<file path="src/rtl/mem_loader_pkg.sv">
// Shared constants, FSM state encoding and sizing helper for the stream-to-memory loader.
package mem_loader_pkg;

  localparam logic [7:0] OP_WRITE = 8'h57;
  localparam logic [7:0] OP_READ  = 8'h52;
  localparam logic [7:0] ACK_BYTE = 8'h4B;

  localparam int unsigned LEN_BYTES = 2;

  typedef enum logic [3:0] {
    ST_IDLE,
    ST_ADDR,
    ST_LEN,
    ST_WDATA,
    ST_WCOMMIT,
    ST_RREQ,
    ST_RWAIT,
    ST_RSEND,
    ST_ACK
  } state_t;

  // Number of whole bytes needed to carry a field of the given bit width.
  function automatic int unsigned bytes_for(input int unsigned bits);
    return (bits + 7) / 8;
  endfunction

endpackage

</file>
<file path="src/rtl/memory_bus.sv">
// Word-addressed memory port: client drives addr/w_data/we, memory returns r_data one cycle later.
interface memory_bus #(
  parameter int unsigned ADDR_WIDTH = 10,
  parameter int unsigned DATA_WIDTH = 12
);
  logic [ADDR_WIDTH-1:0] addr;
  logic [DATA_WIDTH-1:0] w_data;
  logic                  we;
  logic [DATA_WIDTH-1:0] r_data;

  modport client (output addr, output w_data, output we, input r_data);
  modport mem    (input addr, input w_data, input we, output r_data);
endinterface

</file>
<file path="src/rtl/word_byte_serializer.sv">
// Emits a loaded word as little-endian bytes over a valid/ready port; a count of 1 sends a single byte.
module word_byte_serializer #(
  parameter int unsigned WORD_BYTES = 2,
  localparam int unsigned CNT_W = $clog2(WORD_BYTES + 1)
) (
  input  logic                    clk,
  input  logic                    rst_n,
  input  logic                    load,
  input  logic [WORD_BYTES*8-1:0] load_data,
  input  logic [CNT_W-1:0]        load_count,
  input  logic                    m_ready,
  output logic [7:0]              m_data,
  output logic                    m_valid,
  output logic                    done_c
);

  logic [WORD_BYTES*8-1:0] sr;
  logic [WORD_BYTES*8-1:0] sr_next;
  logic [CNT_W-1:0]        left;

  assign sr_next = sr >> 8;
  assign done_c  = m_valid && m_ready && (left == CNT_W'(1));

  // m_data only moves on a handshake or a fresh load, so it holds while stalled.
  always_ff @(posedge clk) begin
    if (!rst_n) begin
      sr      <= '0;
      left    <= '0;
      m_valid <= 1'b0;
      m_data  <= 8'h00;
    end else if (load) begin
      sr      <= load_data;
      left    <= load_count;
      m_valid <= (load_count != '0);
      m_data  <= load_data[7:0];
    end else if (m_valid && m_ready) begin
      if (done_c) begin
        m_valid <= 1'b0;
      end else begin
        sr     <= sr_next;
        m_data <= sr_next[7:0];
        left   <= left - CNT_W'(1);
      end
    end
  end

endmodule

</file>
<file path="src/rtl/mem_stream_loader.sv">
// Byte-stream command front-end that bursts words into, or dumps words out of, a memory_bus.
module mem_stream_loader
  import mem_loader_pkg::*;
#(
  parameter int unsigned ADDR_WIDTH = 10,
  parameter int unsigned DATA_WIDTH = 12
) (
  input  logic       clk,
  input  logic       rst_n,
  input  logic [7:0] s_data,
  input  logic       s_valid,
  output logic       s_ready,
  output logic [7:0] m_data,
  output logic       m_valid,
  input  logic       m_ready,
  output logic       busy,
  output logic       err,
  memory_bus.client  bus
);

  localparam int unsigned ADDR_BYTES = bytes_for(ADDR_WIDTH);
  localparam int unsigned WORD_BYTES = bytes_for(DATA_WIDTH);
  localparam int unsigned AB_W       = ADDR_BYTES * 8;
  localparam int unsigned WB_W       = WORD_BYTES * 8;
  localparam int unsigned LB_W       = LEN_BYTES * 8;
  localparam int unsigned CNT_W      = 4;
  localparam int unsigned SER_CW     = $clog2(WORD_BYTES + 1);

  state_t state, next_state;

  logic [AB_W-1:0]       addr_sr;
  logic [LB_W-1:0]       len_sr;
  logic [WB_W-1:0]       wd_sr;
  logic [CNT_W-1:0]      byte_cnt;
  logic [LB_W-1:0]       remaining;
  logic [ADDR_WIDTH-1:0] addr_q;
  logic [DATA_WIDTH-1:0] w_data_q;
  logic                  we_q;
  logic                  is_read;

  logic              accept_c;
  logic              field_last_c;
  logic              last_word_c;
  logic              op_ok_c;
  logic [AB_W-1:0]   addr_shift_c;
  logic [LB_W-1:0]   len_shift_c;
  logic [WB_W-1:0]   wd_shift_c;
  logic              ser_load_c;
  logic [WB_W-1:0]   ser_data_c;
  logic [SER_CW-1:0] ser_count_c;
  logic              ser_done_c;

  assign bus.addr   = addr_q;
  assign bus.w_data = w_data_q;
  assign bus.we     = we_q;

  assign accept_c    = s_valid && s_ready;
  assign last_word_c = (remaining == LB_W'(1));
  assign op_ok_c     = (s_data == OP_WRITE) || (s_data == OP_READ);

  // Little-endian field assembly: each new byte enters at the top and earlier bytes slide down.
  always_comb begin
    addr_shift_c = (addr_sr >> 8) | (AB_W'(s_data) << ((ADDR_BYTES - 1) * 8));
    len_shift_c  = (len_sr >> 8)  | (LB_W'(s_data) << ((LEN_BYTES - 1) * 8));
    wd_shift_c   = (wd_sr >> 8)   | (WB_W'(s_data) << ((WORD_BYTES - 1) * 8));
    case (state)
      ST_ADDR:  field_last_c = (byte_cnt == CNT_W'(ADDR_BYTES - 1));
      ST_LEN:   field_last_c = (byte_cnt == CNT_W'(LEN_BYTES - 1));
      ST_WDATA: field_last_c = (byte_cnt == CNT_W'(WORD_BYTES - 1));
      default:  field_last_c = 1'b0;
    endcase
  end

  always_ff @(posedge clk) begin
    if (!rst_n) state <= ST_IDLE;
    else        state <= next_state;
  end

  // Next state plus serializer load: read words on RWAIT, the ack byte on entry to ACK.
  always_comb begin
    next_state  = state;
    ser_load_c  = 1'b0;
    ser_data_c  = WB_W'(ACK_BYTE);
    ser_count_c = SER_CW'(1);
    case (state)
      ST_IDLE:    if (accept_c && op_ok_c) next_state = ST_ADDR;
      ST_ADDR:    if (accept_c && field_last_c) next_state = ST_LEN;
      ST_LEN: begin
        if (accept_c && field_last_c) begin
          if (len_shift_c == '0) next_state = ST_ACK;
          else if (is_read)      next_state = ST_RREQ;
          else                   next_state = ST_WDATA;
        end
      end
      ST_WDATA:   if (accept_c && field_last_c) next_state = ST_WCOMMIT;
      ST_WCOMMIT: next_state = last_word_c ? ST_ACK : ST_WDATA;
      ST_RREQ:    next_state = ST_RWAIT;
      ST_RWAIT:   next_state = ST_RSEND;
      ST_RSEND:   if (ser_done_c) next_state = last_word_c ? ST_ACK : ST_RREQ;
      ST_ACK:     if (ser_done_c) next_state = ST_IDLE;
      default:    next_state = ST_IDLE;
    endcase
    if (state == ST_RWAIT) begin
      ser_load_c  = 1'b1;
      ser_data_c  = WB_W'(bus.r_data);
      ser_count_c = SER_CW'(WORD_BYTES);
    end else if (next_state == ST_ACK && state != ST_ACK) begin
      ser_load_c = 1'b1;
    end
  end

  // Status flags are decoded from next_state so they line up with the state they describe.
  always_ff @(posedge clk) begin
    if (!rst_n) begin
      s_ready   <= 1'b0;
      busy      <= 1'b0;
      err       <= 1'b0;
      we_q      <= 1'b0;
      addr_q    <= '0;
      w_data_q  <= '0;
      addr_sr   <= '0;
      len_sr    <= '0;
      wd_sr     <= '0;
      byte_cnt  <= '0;
      remaining <= '0;
      is_read   <= 1'b0;
    end else begin
      s_ready <= (next_state == ST_IDLE) || (next_state == ST_ADDR) ||
                 (next_state == ST_LEN)  || (next_state == ST_WDATA);
      busy    <= (next_state != ST_IDLE);
      we_q    <= (next_state == ST_WCOMMIT);
      err     <= (state == ST_IDLE) && accept_c && !op_ok_c;
      if (accept_c && state != ST_IDLE)
        byte_cnt <= field_last_c ? '0 : byte_cnt + CNT_W'(1);
      case (state)
        ST_IDLE: if (accept_c) is_read <= (s_data == OP_READ);
        ST_ADDR: if (accept_c) begin
          addr_sr <= addr_shift_c;
          if (field_last_c) addr_q <= ADDR_WIDTH'(addr_shift_c);
        end
        ST_LEN: if (accept_c) begin
          len_sr <= len_shift_c;
          if (field_last_c) remaining <= len_shift_c;
        end
        ST_WDATA: if (accept_c) begin
          wd_sr <= wd_shift_c;
          if (field_last_c) w_data_q <= DATA_WIDTH'(wd_shift_c);
        end
        ST_WCOMMIT: begin
          addr_q    <= addr_q + ADDR_WIDTH'(1);
          remaining <= remaining - LB_W'(1);
        end
        ST_RSEND: if (ser_done_c) begin
          addr_q    <= addr_q + ADDR_WIDTH'(1);
          remaining <= remaining - LB_W'(1);
        end
        default: ;
      endcase
    end
  end

  word_byte_serializer #(.WORD_BYTES(WORD_BYTES)) u_ser (
    .clk        (clk),
    .rst_n      (rst_n),
    .load       (ser_load_c),
    .load_data  (ser_data_c),
    .load_count (ser_count_c),
    .m_ready    (m_ready),
    .m_data     (m_data),
    .m_valid    (m_valid),
    .done_c     (ser_done_c)
  );

endmodule

</file>
<file path="src/flat_wrapper.sv">
// flat-port wrapper written by rule: the top's interface ports become plain ports
module mem_stream_loader_flat import mem_loader_pkg::*;
#(
  parameter int unsigned ADDR_WIDTH = 10,
  parameter int unsigned DATA_WIDTH = 12
)
  (clk, rst_n, s_data, s_valid, s_ready, m_data, m_valid, m_ready, busy, err, bus_addr, bus_w_data, bus_we, bus_r_data);
  memory_bus #(.ADDR_WIDTH(ADDR_WIDTH), .DATA_WIDTH(DATA_WIDTH)) bus_i ();
  input  logic clk;
  input  logic rst_n;
  input  logic [7:0] s_data;
  input  logic s_valid;
  output logic s_ready;
  output logic [7:0] m_data;
  output logic m_valid;
  input  logic m_ready;
  output logic busy;
  output logic err;
  output wire logic [$bits(bus_i.addr)-1:0] bus_addr;
  output wire logic [$bits(bus_i.w_data)-1:0] bus_w_data;
  output wire logic [$bits(bus_i.we)-1:0] bus_we;
  input wire logic [$bits(bus_i.r_data)-1:0] bus_r_data;
  assign bus_addr = bus_i.addr;
  assign bus_w_data = bus_i.w_data;
  assign bus_we = bus_i.we;
  assign bus_i.r_data = bus_r_data;
  mem_stream_loader #(.ADDR_WIDTH(ADDR_WIDTH), .DATA_WIDTH(DATA_WIDTH)) u_core (.clk(clk), .rst_n(rst_n), .s_data(s_data), .s_valid(s_valid), .s_ready(s_ready), .m_data(m_data), .m_valid(m_valid), .m_ready(m_ready), .busy(busy), .err(err), .bus(bus_i));
endmodule
</file>
<file path="config.mk">
export PLATFORM = sky130hd
export DESIGN_NAME = mem_stream_loader_flat
export DESIGN_NICKNAME = d
export VERILOG_FILES = /design/src/rtl/mem_loader_pkg.sv /design/src/rtl/memory_bus.sv /design/src/rtl/word_byte_serializer.sv /design/src/rtl/mem_stream_loader.sv /design/src/flat_wrapper.sv
export SDC_FILE = /design/constraint.sdc
export NUM_CORES = 1
export LEC_CHECK = 0
export CAP_MARGIN = 20
export CORE_ASPECT_RATIO = 1.25
export CORE_MARGIN = 2
export CORE_UTILIZATION = 35
export CTS_CLUSTER_SIZE = 40
export DETAILED_ROUTE_END_ITERATION = 10
export DONT_BUFFER_PORTS = 1
export SLEW_MARGIN = 15
export SYNTH_ARGS = -nofsm -noshare
export SYNTH_HDL_FRONTEND = slang
export SYNTH_SLANG_ARGS = --single-unit
</file>
<file path="constraint.sdc">
create_clock -name clk -period 2.7 [get_ports clk]
set_input_delay 0.54 -clock clk [delete_from_list [all_inputs] [get_ports clk]]
set_output_delay 0.54 -clock clk [all_outputs]
set_load 0.05 [all_outputs]
</file>
==> results of run 1 <==
-- worst max-delay path: cells and delay by family (launching register included) --
kind	cells	cell delay [ps]
and+or+nand+nor	3	1060
AOI/OAI and AO/OA	3	980
DFF	1	350
-- registers in the layout, indices dropped and copies added, names as in the netlist --
name / flops
u_core.remaining: 16
u_core.bus.w_data: 12
u_core.bus.addr: 10
u_core.addr_sr: 8
u_core.len_sr: 8
u_core.wd_sr: 8
u_core.u_ser.m_data: 7
u_core.u_ser.sr: 5
u_core.byte_cnt: 4
u_core.state: 4
u_core.u_ser.left: 2
u_core.bus.we: 1
u_core.busy: 1
u_core.err: 1
u_core.is_read: 1
u_core.s_ready: 1
u_core.u_ser.m_valid: 1
-- per-stage QoR --
step	power (W)	util [%]	hold WS, ps
final	0.00256	39.6	338
after floorplan	0.00141	-	431
after global placement	0.00141	37.3	443
after global routing	0.00263	39.6	327
after detailed placement	0.00141	37.3	445
after CTS	0.00258	39.6	320
-- power groups by stage --
stage | clock network, W | registers [W] | logic [W]
after floorplan | 0 | 0.00136 | 0.0000414
after global placement | 0 | 0.00136 | 0.0000501
after detailed placement | 0 | 0.00136 | 0.0000504
after CTS | 0.00120 | 0.00133 | 0.0000507
after global routing | 0.00125 | 0.00133 | 0.0000552
final | 0.00117 | 0.00133 | 0.0000505
-- routing by layer --
metal / global-route usage [%] / vias up / wire length [um] / share of wire, %
met4: 5.64 / 0 / 153 / 1.3
met1: 21.9 / 1897 / 5310 / 45
met5: 0 / - / 0 / 0
li1: - / 1897 / - / -
met2: 30.0 / 96 / 5700 / 49
met3: 2.97 / 13 / 538 / 4.6
-- cell families after synthesis --
| logic type | count (synthesis) | synth area share [%] |
|---|---|---|
| XOR/XNOR | 4 | 0.799 |
| multiplexers | 29 | 6.67 |
| AO/OA/AOI/OAI | 137 | 20.8 |
| flip-flops | 90 | 41.1 |
| AND/OR/NAND/NOR | 226 | 23.7 |
| buffers and inverters | 53 | 5.28 |
| adder cells (fa/ha/maj) | 6 | 1.71 |
-- how the worst max path moves through the flow --
| stage | from | to | slack, ps |
|---|---|---|---|
| 2_1_floorplan | s_data[7] | u_core.busy | 150 |
| 3_3_place_gp | s_data[7] | u_core.busy | 70 |
| 3_5_place_dp | s_data[7] | u_core.busy | 60 |
| 4_1_cts | u_core.remaining[2] | u_core.busy | 210 |
| 5_1_grt | u_core.remaining[2] | u_core.s_ready | 40 |
| 6_report | u_core.remaining[2] | u_core.busy | 210 |
-- area by class of cell --
type / instances / area share, %
multi-input combinational: 402 / 48.8
sequential: 90 / 37.2
clock buffer: 11 / 5.01
tap: 164 / 4.24
timing repair buffer: 20 / 3.36
clock inverter: 5 / 0.775
inverter: 8 / 0.620
-- cells in the mapped netlist (8+ instances only) --
| master | n |
|---|---|
| nor3_1 | 12 |
| dfxtp_1 | 90 |
| clkbuf_1 | 34 |
| a31oi_1 | 9 |
| o21ai_0 | 21 |
| and3_1 | 8 |
| nor2_1 | 91 |
| o221a_2 | 9 |
| a22oi_1 | 10 |
| mux2i_1 | 27 |
| buf_4 | 8 |
| a21oi_1 | 47 |
| nand3_1 | 12 |
| nand2_1 | 57 |
==> impl_metrics.ini, run 1 <==
[power_and_ir_drop]
cellLeakagePower_nw = 1.78
comb_power_share_pct = 2.0
vdd_ir_drop_max_mv = 0.427
p_per_area_mw_per_mm2 = 528
p_switching_w = 0.000558
internal-power_w = 0.00200
p_seq_share_pct = 52.1
switching_share_pct = 21.8
clkPwrFrac_pct = 45.9

[detailed_routing]
drc = 0
vias_per_cell = 5.58
first_pass_iters = 5
drt-total-wl_um = 11700
vias = 3903
ant_nets = 0
wl_per_cell_um = 16.7
first_iter_violations = 239

[worst_setup_path]
r2r_setup_slack_ps = 210
rr_startpoint = u_core.remaining[2]
startpoint_type = flip-flop
slowest_stage = nor4_1
crit_chain = nor4_1 > and4b_1 > nand3_1 > a221o_2 > a311o_1 > o21a_1
r2r_cells = 6
r2r-end = u_core.busy
cp_max_fo = 5
critical_path_class = reg2reg
cp.arrival_ps = 2720
required_ps = 2930
critPathCaptureType = flip-flop
cp_slowest_stage_delay_ps = 450

[cells_and_area]
multi_input_area_mm2 = 0.00236
n_antenna_cell = 0
drive_gt1_share_pct = 10.8
fillCellCount = 1267
finalNonFillerCells = 700
fin_area_mm2 = 0.00484
layout.area.seq_mm2 = 0.00180
area_delta_synth_final_pct = 10.4
fin_nets = 561
final_common_cell = nor2_1
layout_common_cells = 91 x nor2_1, 90 x dfxtp_1, 57 x nand2_1

[sta]
setup_viol = 0
rsz0062_at_grt = no
worst_slack_ps = 210
max_freq_mhz = 402
tightest_slew_ps = 690
setup_tns_ps = 0
min_period_ps = 2490
hold_violations = 0
fin_skew_ps = 7.50
fin_crit_sh_pct = 92.2
drv_slew = 0
slew_headroom_pct = 54.0

[hold_path]
min_path_type = in2reg
holdPathStages = 2
min_from = s_data[2]
min_delay_worst_endpoint = u_core.bus.w_data[10]

[logic_synthesis]
yosysWarnings = 0
yosysSeqAreaShare_pct = 41.1
synth_flop_cell = dfxtp_1
synth_cell_types = 56
ys_ff_latch = 90
synth_top_area_share_pct = 41.1
synth_nets = 575
synth_area_per_cell_um2 = 8.05
synthTopCellsByArea = dfxtp_1 41%, nor2_1 7.8%, mux2i_1 6.2%
syn_inst = 545
syn_area_mm2 = 0.00439
synth_async_sr_flop_share_pct = 0
synth_edf_count = 0
synth_top_area_cell = dfxtp_1

[job]
maxCapViolCount = 0

[die]
io_pins = 59
coreArea_mm2 = 0.0122
fp.dieArea_mm2 = 0.0135
initial_utilization_pct = 35.9
die_w_um = 104
fp.dieH_um = 129
num_rows = 45

[clock_network]
clock_sinks = 90
cts_resized = 0
worst_skew_pair.late_latency_ps = 340
cts-root-buf = clkbuf_16
cts_buffer_depth = 2
cts_tree = done
clk_pin_slew_worst_paths_ps = 60
ctsHoldBuffers = 0
cts_max_level = 3
cts_buffers = 9
post-cts-setup-buffers = 0

[place]
place_area_mm2 = 0.00456
hpwl_um = 8160
preCtsSetupSlack_ps = 57.7
finalWeightedCongestion = 0.837
dpl.cell_count = 684
io_buffers = 0

[global_routing]
first_global_vias = 3760
antenna_found_initial = 0
grt.total_usage_pct = 17.3
grt_max_degree = 38
grt_overflow = 0
grt_pass1_wl_um = 18900

[status]
status = finished, final reports clean
(Power assumes the default switching activity.)
==> run 2: changes to the inputs <==
--- a/config.mk
+++ b/config.mk
@@ -12,6 +12,7 @@
 export CTS_CLUSTER_SIZE = 40
 export DETAILED_ROUTE_END_ITERATION = 10
 export DONT_BUFFER_PORTS = 1
+export PLACE_DENSITY = 0.59
 export SLEW_MARGIN = 15
 export SYNTH_ARGS = -nofsm -noshare
 export SYNTH_HDL_FRONTEND = slang
==> impl_metrics.ini, run 2 (synthesis results as in run 1) <==
[clock_network]
cts_max_level = 3
cts_buffer_depth = 2
cts_resized = 0
worst_skew_pair.late_latency_ps = 340
cts-root-buf = clkbuf_16
cts_buffers = 9
clk_pin_slew_worst_paths_ps = 70
cts_tree = done
clock_sinks = 90
ctsHoldBuffers = 0
post-cts-setup-buffers = 0

[global_routing]
antenna_found_initial = 0
grt_max_degree = 45
grt_most_used_layer = met2
first_global_vias = 3723
grt_use_met2_pct = 29.2
grt_overflow = 0
grt.met3_usage_pct = 4.33
grt_pass1_wl_um = 18600
grt.total_usage_pct = 17.2
grt_use_met1_pct = 21.5

[detailed_routing]
first_pass_iters = 5
vias = 3892
vias_per_cell = 5.56
ant_nets = 0
drc = 0
wl_per_cell_um = 16.3
drt-total-wl_um = 11400
first_iter_violations = 326

[sta]
fin_skew_ps = 6.40
fin_crit_sh_pct = 90.4
min_period_ps = 2440
tightest_slew_ps = 672
max_freq_mhz = 410
worst_slack_ps = 259
setup_viol = 0
setup_tns_ps = 0
drv_slew = 0
hold_violations = 0
rsz0062_at_grt = no
slew_headroom_pct = 55.2

[cells_and_area]
drive_gt1_share_pct = 11.0
top_register = u_core.remaining
layout_common_cells = 91 x nor2_1, 90 x dfxtp_1, 57 x nand2_1
n_antenna_cell = 0
area_delta_synth_final_pct = 10.2
utilization_pct = 39.6
fillCellCount = 1266
fin_area_mm2 = 0.00484
final_common_cell = nor2_1
fin_nets = 562
largest_reg_flops = 16

[die]
die_w_um = 104
fp.dieArea_mm2 = 0.0135
fp.dieH_um = 129
initial_utilization_pct = 35.9
coreArea_mm2 = 0.0122
io_pins = 59
num_rows = 45

[place]
finalWeightedCongestion = 0.867
hpwl_um = 8000
preCtsSetupSlack_ps = 46.0
io_buffers = 0
place_area_mm2 = 0.00457

[worst_setup_path]
cp_slowest_stage_delay_ps = 480
crit_chain = ha_1 > nor3b_1 > and4_1 > o21ai_0 > buf_4 > o21ai_0 > a311o_1 > nor2_1
required_ps = 2920
cp_max_fo = 6
path_delay_family = compound AO/OA/AOI/OAI gates
critPathCaptureType = flip-flop
cp_common_cell = o21ai_0
cp_num_buf_inv = 1
slowest_stage = o21ai_0
cp.arrival_ps = 2660
startpoint_type = flip-flop
critical_path_class = reg2reg

[power_and_ir_drop]
p_per_area_mw_per_mm2 = 525
vdd_ir_drop_max_mv = 0.424
total_power_w = 0.00254
cellLeakagePower_nw = 1.79

[status]
status = finished, final reports clean

[hold_path]
min_path_type = in2reg

[job]
maxCapViolCount = 0
-- run 2: cell types whose count changed in the layout (fill, tap and decap cells not counted) --
cell	previous run	this run
buf_4	19	20
clkbuf_1	1	0
clkbuf_8	1	0
clkinv_2	1	3
clkinvlp_4	2	0
inv_6	1	2
-- run 2: final timing paths --
kind	start	to	slack [ps]	depth (start not counted)
max	u_core.byte_cnt[0]	u_core.s_ready	260	8
max reg2reg	u_core.byte_cnt[0]	u_core.s_ready	260	8
min	rst_n	u_core.busy	330	1
min reg2reg	u_core.wd_sr[14]	u_core.bus.w_data[6]	450	2
-- run 2: through the flow --
stage | cells | hold WS (ps)
2_1_floorplan | 545 | 431
3_3_place_gp | 685 | 444
3_5_place_dp | 685 | 448
4_1_cts | 700 | 308
5_1_grt | 700 | 312
6_report | 700 | 327
-- run 2: worst register-to-register path, delay by kind of cell (launching register included) --
family                     cells  cell delay [ps]
AOI/OAI and AO/OA              3              810
buffers and inverters          1              180
DFF                            1              400
and+or+nand+nor                3              760
adders and majority gates      1              170
-- run 2: layout make-up --
class | count | area [um^2] | area share, %
Clock buffer | 9 | 225 | 4.66
Clock inverter | 6 | 41.3 | 0.854
Inverter | 8 | 30.0 | 0.621
Multi-Input combinational cell | 402 | 2360 | 48.9
Sequential cell | 90 | 1800 | 37.2
Tap cell | 164 | 205 | 4.24
Timing Repair Buffer | 21 | 170 | 3.52
-- run 2: per-layer routing --
| layer | part of all wire (%) | up-vias |
|---|---|---|
| li1 | - | 1900 |
| met2 | 48 | 96 |
| met5 | 0 | - |
| met3 | 5.3 | 10 |
| met1 | 45 | 1886 |
| met4 | 1.4 | 0 |
-- run 2: report_power, final --
| group | internal, W | switching [W] |
|---|---|---|
| clock | 0.000622 | 0.000534 |
| sequential | 0.00133 | 0.00000317 |
| combinational | 0.0000174 | 0.0000322 |
